==> config.mk <==
export PLATFORM = sky130hd
export DESIGN_NAME = count_seq_ctrl
export DESIGN_NICKNAME = d
export VERILOG_FILES = /design/src/rtl/count_seq_ctrl.sv
export SDC_FILE = /design/constraint.sdc
export NUM_CORES = 1
export LEC_CHECK = 0
export BUFFER_PORTS_ARGS = -buffer_cell sky130_fd_sc_hd__buf_2
export CAP_MARGIN = 20
export CORE_MARGIN = 2
export CORE_UTILIZATION = 58
export DETAILED_ROUTE_END_ITERATION = 8
export PLACE_DENSITY = 0.82
export SYNTH_ARGS = -nofsm -noshare
export SYNTH_HDL_FRONTEND = slang
export SYNTH_SLANG_ARGS = --single-unit
==> constraint.sdc <==
create_clock -name clk -period 3.15 [get_ports clk]
set_input_delay 0.4725 -clock clk [delete_from_list [all_inputs] [get_ports clk]]
set_output_delay 0.4725 -clock clk [all_outputs]
set_load 0.02 [all_outputs]
==> src/rtl/count_seq_ctrl.sv <==
// Programmable interval timer around a WIDTH-bit counter: one-shot / auto-reload, pause, stop.
// Optional tick prescaler enabled by defining COUNT_SEQ_CTRL_PRESCALE_EN.
module count_seq_ctrl #(
  parameter int unsigned WIDTH = 4,
  parameter int unsigned PRE_W = 4
) (
  input  logic             clk,
  input  logic             rst,
  input  logic             start,
  input  logic             stop,
  input  logic             pause,
  input  logic             reload,
  input  logic [WIDTH-1:0] period,
`ifdef COUNT_SEQ_CTRL_PRESCALE_EN
  input  logic [PRE_W-1:0] prescale,
`endif
  output logic [WIDTH-1:0] count,
  output logic             busy,
  output logic             tc,
  output logic             done
);

  localparam logic [1:0] StIdle = 2'd0;
  localparam logic [1:0] StRun  = 2'd1;
  localparam logic [1:0] StHold = 2'd2;
  localparam logic [1:0] StDone = 2'd3;

  logic [1:0]       state_q, state_d;
  logic [WIDTH-1:0] count_q, count_d;
  logic [WIDTH-1:0] per_q, per_d;
  logic             mode_q, mode_d;
  logic [PRE_W-1:0] pre_q, pre_d;
  logic [PRE_W-1:0] pcnt_q, pcnt_d;
  logic [PRE_W-1:0] pre_src;
  logic             busy_q, tc_q, done_q;
  logic             tc_d;
  logic             advance;
  logic             tick;

  // Without the prescaler the divider is held at zero, so every advancing cycle ticks.
`ifdef COUNT_SEQ_CTRL_PRESCALE_EN
  assign pre_src = prescale;
`else
  assign pre_src = '0;
`endif

  assign tick = (pcnt_q == pre_q);

  always_comb begin
    state_d = state_q;
    count_d = count_q;
    per_d   = per_q;
    mode_d  = mode_q;
    pre_d   = pre_q;
    pcnt_d  = pcnt_q;
    tc_d    = 1'b0;
    advance = 1'b0;

    if (stop) begin
      state_d = StIdle;
      count_d = '0;
      pcnt_d  = '0;
    end else begin
      unique case (state_q)
        StIdle, StDone: begin
          if (start) begin
            per_d   = period;
            mode_d  = reload;
            pre_d   = pre_src;
            count_d = '0;
            pcnt_d  = '0;
            state_d = StRun;
          end
        end
        StRun: begin
          if (pause) state_d = StHold;
          else       advance = 1'b1;
        end
        StHold: begin
          // Leaving HOLD advances immediately so each HOLD cycle costs exactly one tick slot.
          if (!pause) begin
            state_d = StRun;
            advance = 1'b1;
          end
        end
        default: state_d = StIdle;
      endcase
    end

    if (advance) begin
      if (tick) begin
        pcnt_d = '0;
        if (count_q != per_q) begin
          count_d = count_q + 1'b1;
        end else begin
          tc_d = 1'b1;
          if (mode_q) count_d = '0;
          else        state_d = StDone;
        end
      end else begin
        pcnt_d = pcnt_q + 1'b1;
      end
    end
  end

  always_ff @(posedge clk) begin
    if (rst) begin
      state_q <= StIdle;
      count_q <= '0;
      per_q   <= '0;
      mode_q  <= 1'b0;
      pre_q   <= '0;
      pcnt_q  <= '0;
      busy_q  <= 1'b0;
      tc_q    <= 1'b0;
      done_q  <= 1'b0;
    end else begin
      state_q <= state_d;
      count_q <= count_d;
      per_q   <= per_d;
      mode_q  <= mode_d;
      pre_q   <= pre_d;
      pcnt_q  <= pcnt_d;
      busy_q  <= (state_d == StRun) || (state_d == StHold);
      tc_q    <= tc_d;
      done_q  <= (state_d == StDone);
    end
  end

  assign count = count_q;
  assign busy  = busy_q;
  assign tc    = tc_q;
  assign done  = done_q;

endmodule

# After elaboration in Yosys (flattened, before gate mapping)
# Cells that the tools add are included.
# word_totals
word_cells	55
in_bits	10
register_bits	18
output_inout_bits	7
# op_classes
muxes	25
bitwise	3
n_reduce_logical	10
add_sub_neg	2
n_eq_ne	7
# op_table
operator	count
$mux W4	12
$mux W2	8
$add A4 B1 Y4 const B	2
$eq A2 B2 Y1 const B	4
$pmux W2 S3	1
$reduce_bool A3 Y1	2
$eq A2 B1 Y1 const B	2
$logic_not A4 Y1	1
$mux W1	4
$ne A4 B4 Y1	1
$reduce_or A2 Y1	2
$not A1 Y1	3
$reduce_and A3 Y1	1
$reduce_or A3 Y1	1
$logic_not A2 Y1	1
$reduce_and A2 Y1	1
$logic_or A1 B1 Y1	1

# Depth between registers and ports, before layout
# logic_depth
depth_word	10
depth_mapped	9
mapped_depth_nobuf	8

# Worst setup path after synthesis
# No wires, ideal clock.
# synth_path
path_type	register to register
start	register state_q[0]
end	register busy_q, in the netlist busy
path_slack_ns	1.054
stages_incl_launch_ff	10
setup_time_ns	0.126
n_path_buf	1
arrival_time_ns	1.970
cell_sequence	dfxtp_1 inv_1 ha_1 buf_6 or3b_2 a221oi_1 a31oi_1 inv_1 ha_1 nor2b_1
# synth_between
elab_chain_cells	10
word_cells_on_any_way	20
cone_classes	eq/ne: 5; mux: 11; reduce/logical: 4
# synth_lines
item	line	source
start: declaration	28	logic [1:0] state_q, state_d;
start signal: assignment	108	state_q <= StIdle;
start signal: assignment	118	state_q <= state_d;
$eq A2 B2 Y1 or $logic_not A2 Y1 (tied branches)	64	unique case (state_q)
$reduce_or A2 Y1	64	
$pmux W2 S3	64	
$mux W2	59	if (stop) begin
$mux W2	97	if (mode_q) count_d = '0;
$mux W2	93	if (count_q != per_q) begin
$mux W2	91	if (tick) begin
$mux W2 *	90	if (advance) begin
net state_d[0]	28	
$eq A2 B1 Y1 or $eq A2 B2 Y1 (tied branches)	124	busy_q <= (state_d == StRun) || (state_d == StHold);
$logic_or A1 B1 Y1 *	124	
end signal: assignment	124	
end: declaration	35	logic busy_q, tc_q, done_q;
# Mark *: on every way through the listed nets, which the timed path passes. The rest lies on a longest branch.
# A chain may end at the register's enable or synchronous reset.

# Worst setup path after layout
# Same ends and word-level chain as after synthesis.

==> implementation parameters <==
Parameter                              Value

Logic synthesis
  Most area-hungry cell type in the Yosys netlist ... sky130_fd_sc_hd__dfxtp_1
  Post-Synth Adder-Cell Area ... 7.472%
  Multiplexer area fraction after synthesis ... 6.974%
  Number of nets in the synthesized netlist ... 131
  Simple-Gate Fraction of Synth Area ... 27.27%
  Cell types occupying the most area after synthesis ... sky130_fd_sc_hd__dfxtp_1 (36%), sky130_fd_sc_hd__ha_1 (7.5%), sky130_fd_sc_hd__mux2i_1 (7.0%)
  Post-synthesis xor/xnor area fraction ... 3.487%
  Seq/Total Area, Yosys ... 35.87%
  Proportion of synthesized flip-flops having asynchronous set or reset ... 0%
  Main combinational cell family by area after synthesis ... simple AND/OR/NAND/NOR gates
  Flip-flop and latch count after synthesis ... 18
  Synth Area in Compound Gates ... 14.45%
  Area share of the leading cell type in the synthesized netlist ... 35.87%
  Distinct cell type count of the synthesized netlist ... 36
  Number of enable-type register cells in the synthesized netlist ... 0
  Average cell area after synthesis ... 8.737 um^2
  Synth Instances ... 115
  Number of warning messages in the yosys log ... 0
  Mapped cell area ... 1005 um^2
  Flip-flop cell with the highest count after synthesis ... sky130_fd_sc_hd__dfxtp_1

CTS
  TritonCTS clock tree ... yes
  Number of buffers created by CTS ... 3
  H-tree levels ... 1
  Count of hold-fix buffers inserted at cts ... 0
  Number of buffers added for setup after CTS ... 0
  Maximum number of buffers from clock root to sink ... 2
  Clk Latency, worst-skew pair ... 0.30 ns
  Clock transition at the register clock pins on the worst setup and hold paths after CTS ... 0.10 ns
  Cell at the root of the clock tree ... sky130_fd_sc_hd__clkbuf_4
  # clock sinks ... 18
  Post-CTS resize count ... 0

Cells and area
  Final std cells w/o fill ... 149
  Leading cell type in the layout, fill and taps excluded ... sky130_fd_sc_hd__dfxtp_1
  Inserted Diodes ... 0
  Post-route cell area ... 1124 um^2
  Share of layout cells above drive strength 1 ... 18.94%
  Nets@finish ... 149
  Area added between synthesis and finish ... 11.83%
  Sequential cell area in the final layout ... 360.3 um^2
  Layout fillers ... 141
  Area taken by multi-input logic gates ... 599.3 um^2
  Commonest non-fill, non-tap cells in the layout ... sky130_fd_sc_hd__dfxtp_1 (18), sky130_fd_sc_hd__buf_2 (16), sky130_fd_sc_hd__nor2_1 (14), sky130_fd_sc_hd__a21oi_1 (10)

Floorplanning
  Die width ... 45.62 um
  Die outline height ... 45.62 um
  Core area ... 1670 um^2
  Effective utilization at floorplan ... 60.15%
  I/O pin count ... 17
  Number of standard-cell rows in the floorplan ... 15
  DIE AREA ... 2081 um^2

Min path
  Worst hold start ... period[2]
  Worst min-delay path category ... input port to register
  Number of stages on the worst hold path ... 3
  WHS Endpoint ... per_q[2]

Timing
  Max Slew Vio Count ... 0
  Final TNS setup ... 0 ns
  Setup repair after global routing missed its margin ... false
  Number of endpoints failing setup at the final stage ... 0
  Ratio of final minimum period to clock period ... 71.54%
  Worst Clk Skew ... 0.0009787 ns
  Fin. Hold Viols ... 0
  Shortest period the worst path allows ... 2.254 ns
  Worst-Margin Slew ... 0.5800 ns
  Maximum clock frequency ... 443.7 MHz
  Hold slack final ... 0.4039 ns
  Max-slew headroom at the worst pin ... 61.05%

Route
  Routed met1 length ... 1010 um
  Post-DR wirelength/cell ... 13.66 um
  Average via count per standard cell ... 6.007
  Number of vias in the routed layout ... 895
  WL met3 ... 81 um
  Met2 wire length ... 910 um
  First-pass DRT Iterations ... 4
  Remaining antenna violation count ... 0
  1st-iter DRT viols ... 22
  Top layer in use ... met4
  Final wirelength ... 2035 um
  Remaining DRCs ... 0

Critical path
  Capturing element type of the critical path ... register
  Required time of the critical path ... 3.33 ns
  Worst R2R Setup Slack ... 0.90 ns
  Depth of the worst register-to-register path ... 8
  Crit path max fanout ... 11
  Category of the critical setup timing path ... register to register
  Worst Setup Start Kind ... register
  Critical register-to-register path startpoint ... state_q[0]
  Setup crit start ... state_q[0]
  FF-to-FF End ... busy
  Data arrival, critical path ... 2.44 ns

Flow run
  Number of violations of the max-capacitance limit ... 0

Pwr
  Max IR drop VDD ... 0.2205 mV
  Power Total ... 447.6 uW
  Total power per unit cell area ... 398.4 nW/um^2
  Leakage power ... 0.5254 nW

Place
  Instance area at placement ... 1087 um^2
  Placed insts ... 145
  Routability congestion estimate from global placement ... 0.8232
  Count of buffers inserted at the top-level ports ... 16
  Post-detailed-placement half-perimeter wirelength ... 1490 um

Run status
  Outcome ... completed

GRT
  Wire length of the first global-routing pass ... 3312 um
  Total global routing overflow ... 0
  Global routing usage summed across all routing layers ... 22.00%
  Initial antenna violation count ... 0
  Via count of the first global-routing pass ... 758
  Maximum number of pins on one net before global-route repair ... 19
==> logic make-up after synthesis <==
| logic type | count (synthesis) |
|---|---|
| and+or+nand+nor | 47 |
| AOI/OAI and AO/OA | 23 |
| DFF | 18 |
| buffers and inverters | 10 |
| muxes | 7 |
| adders and majority gates | 6 |
| xor gates and xnor gates | 4 |
==> worst max-delay path, cell delays in order (launching register included) <==
cell	delay [ns]
sky130_fd_sc_hd__dfxtp_1	0.36
sky130_fd_sc_hd__inv_1	0.05
sky130_fd_sc_hd__ha_1	0.42
sky130_fd_sc_hd__or3b_2	0.50
sky130_fd_sc_hd__a221oi_1	0.27
sky130_fd_sc_hd__a31oi_1	0.10
sky130_fd_sc_hd__inv_1	0.09
sky130_fd_sc_hd__ha_1	0.22
sky130_fd_sc_hd__nor2b_1	0.13
==> per-stage QoR <==
step                      utilization, %  setup slack (ns)
after floorplan                        -             1.054
after global placement             65.09            0.9887
after detailed placement           65.09            0.9349
after CTS                          67.27            0.9048
after global routing               67.27            0.7910
final                              67.27            0.8964
==> area by class of cell <==
cell class | count | share of cell area [%]
multi-input combinational | 87 | 53.34
clock buffer | 4 | 3.229
inverter | 7 | 2.339
sequential | 18 | 32.07
tap | 17 | 1.893
timing repair buffer | 16 | 7.127
==> per-layer routing <==
metal,vias to the layer above,track usage (%)
li1,450,-
met5,-,0
met4,0,9.412
met3,6,4.365
met2,21,31.55
met1,418,31.63
==> sequential cells by signal, summed over array words and instances (netlist names) <==
signal / count
busy: 1
tc: 1
pcnt_q: 4
per_q: 4
mode_q: 1
count: 4
done: 1
state_q: 2
==> worst max path at each step <==
stage / end / slack (ns) / cells past startpoint
floorplan: busy / 1.05 / 9
global placement: busy / 0.99 / 8
detailed placement: busy / 0.93 / 8
CTS: busy / 0.90 / 8
global route: busy / 0.79 / 8
finish: busy / 0.90 / 8
==> Yosys cell counts, drive strengths merged, types with 3 or more instances <==
library cell  instances
xor2                  4
a21oi                10
nand2                 3
ha                    6
nor2                 15
a31oi                 3
dfxtp                18
inv                   7
mux2i                 7
nand3b                3
nor3                  4
nand3                 7
==> where the power goes <==
group / leakage [nW] / internal (mW) / switching (mW)
Sequential: 0.146 / 0.234 / 0.00423
Clock: 0.0210 / 0.0705 / 0.0739
Combinational: 0.358 / 0.0264 / 0.0389
Total: 0.525 / 0.331 / 0.117
No activity file was read; power rests on OpenSTA's default activity.
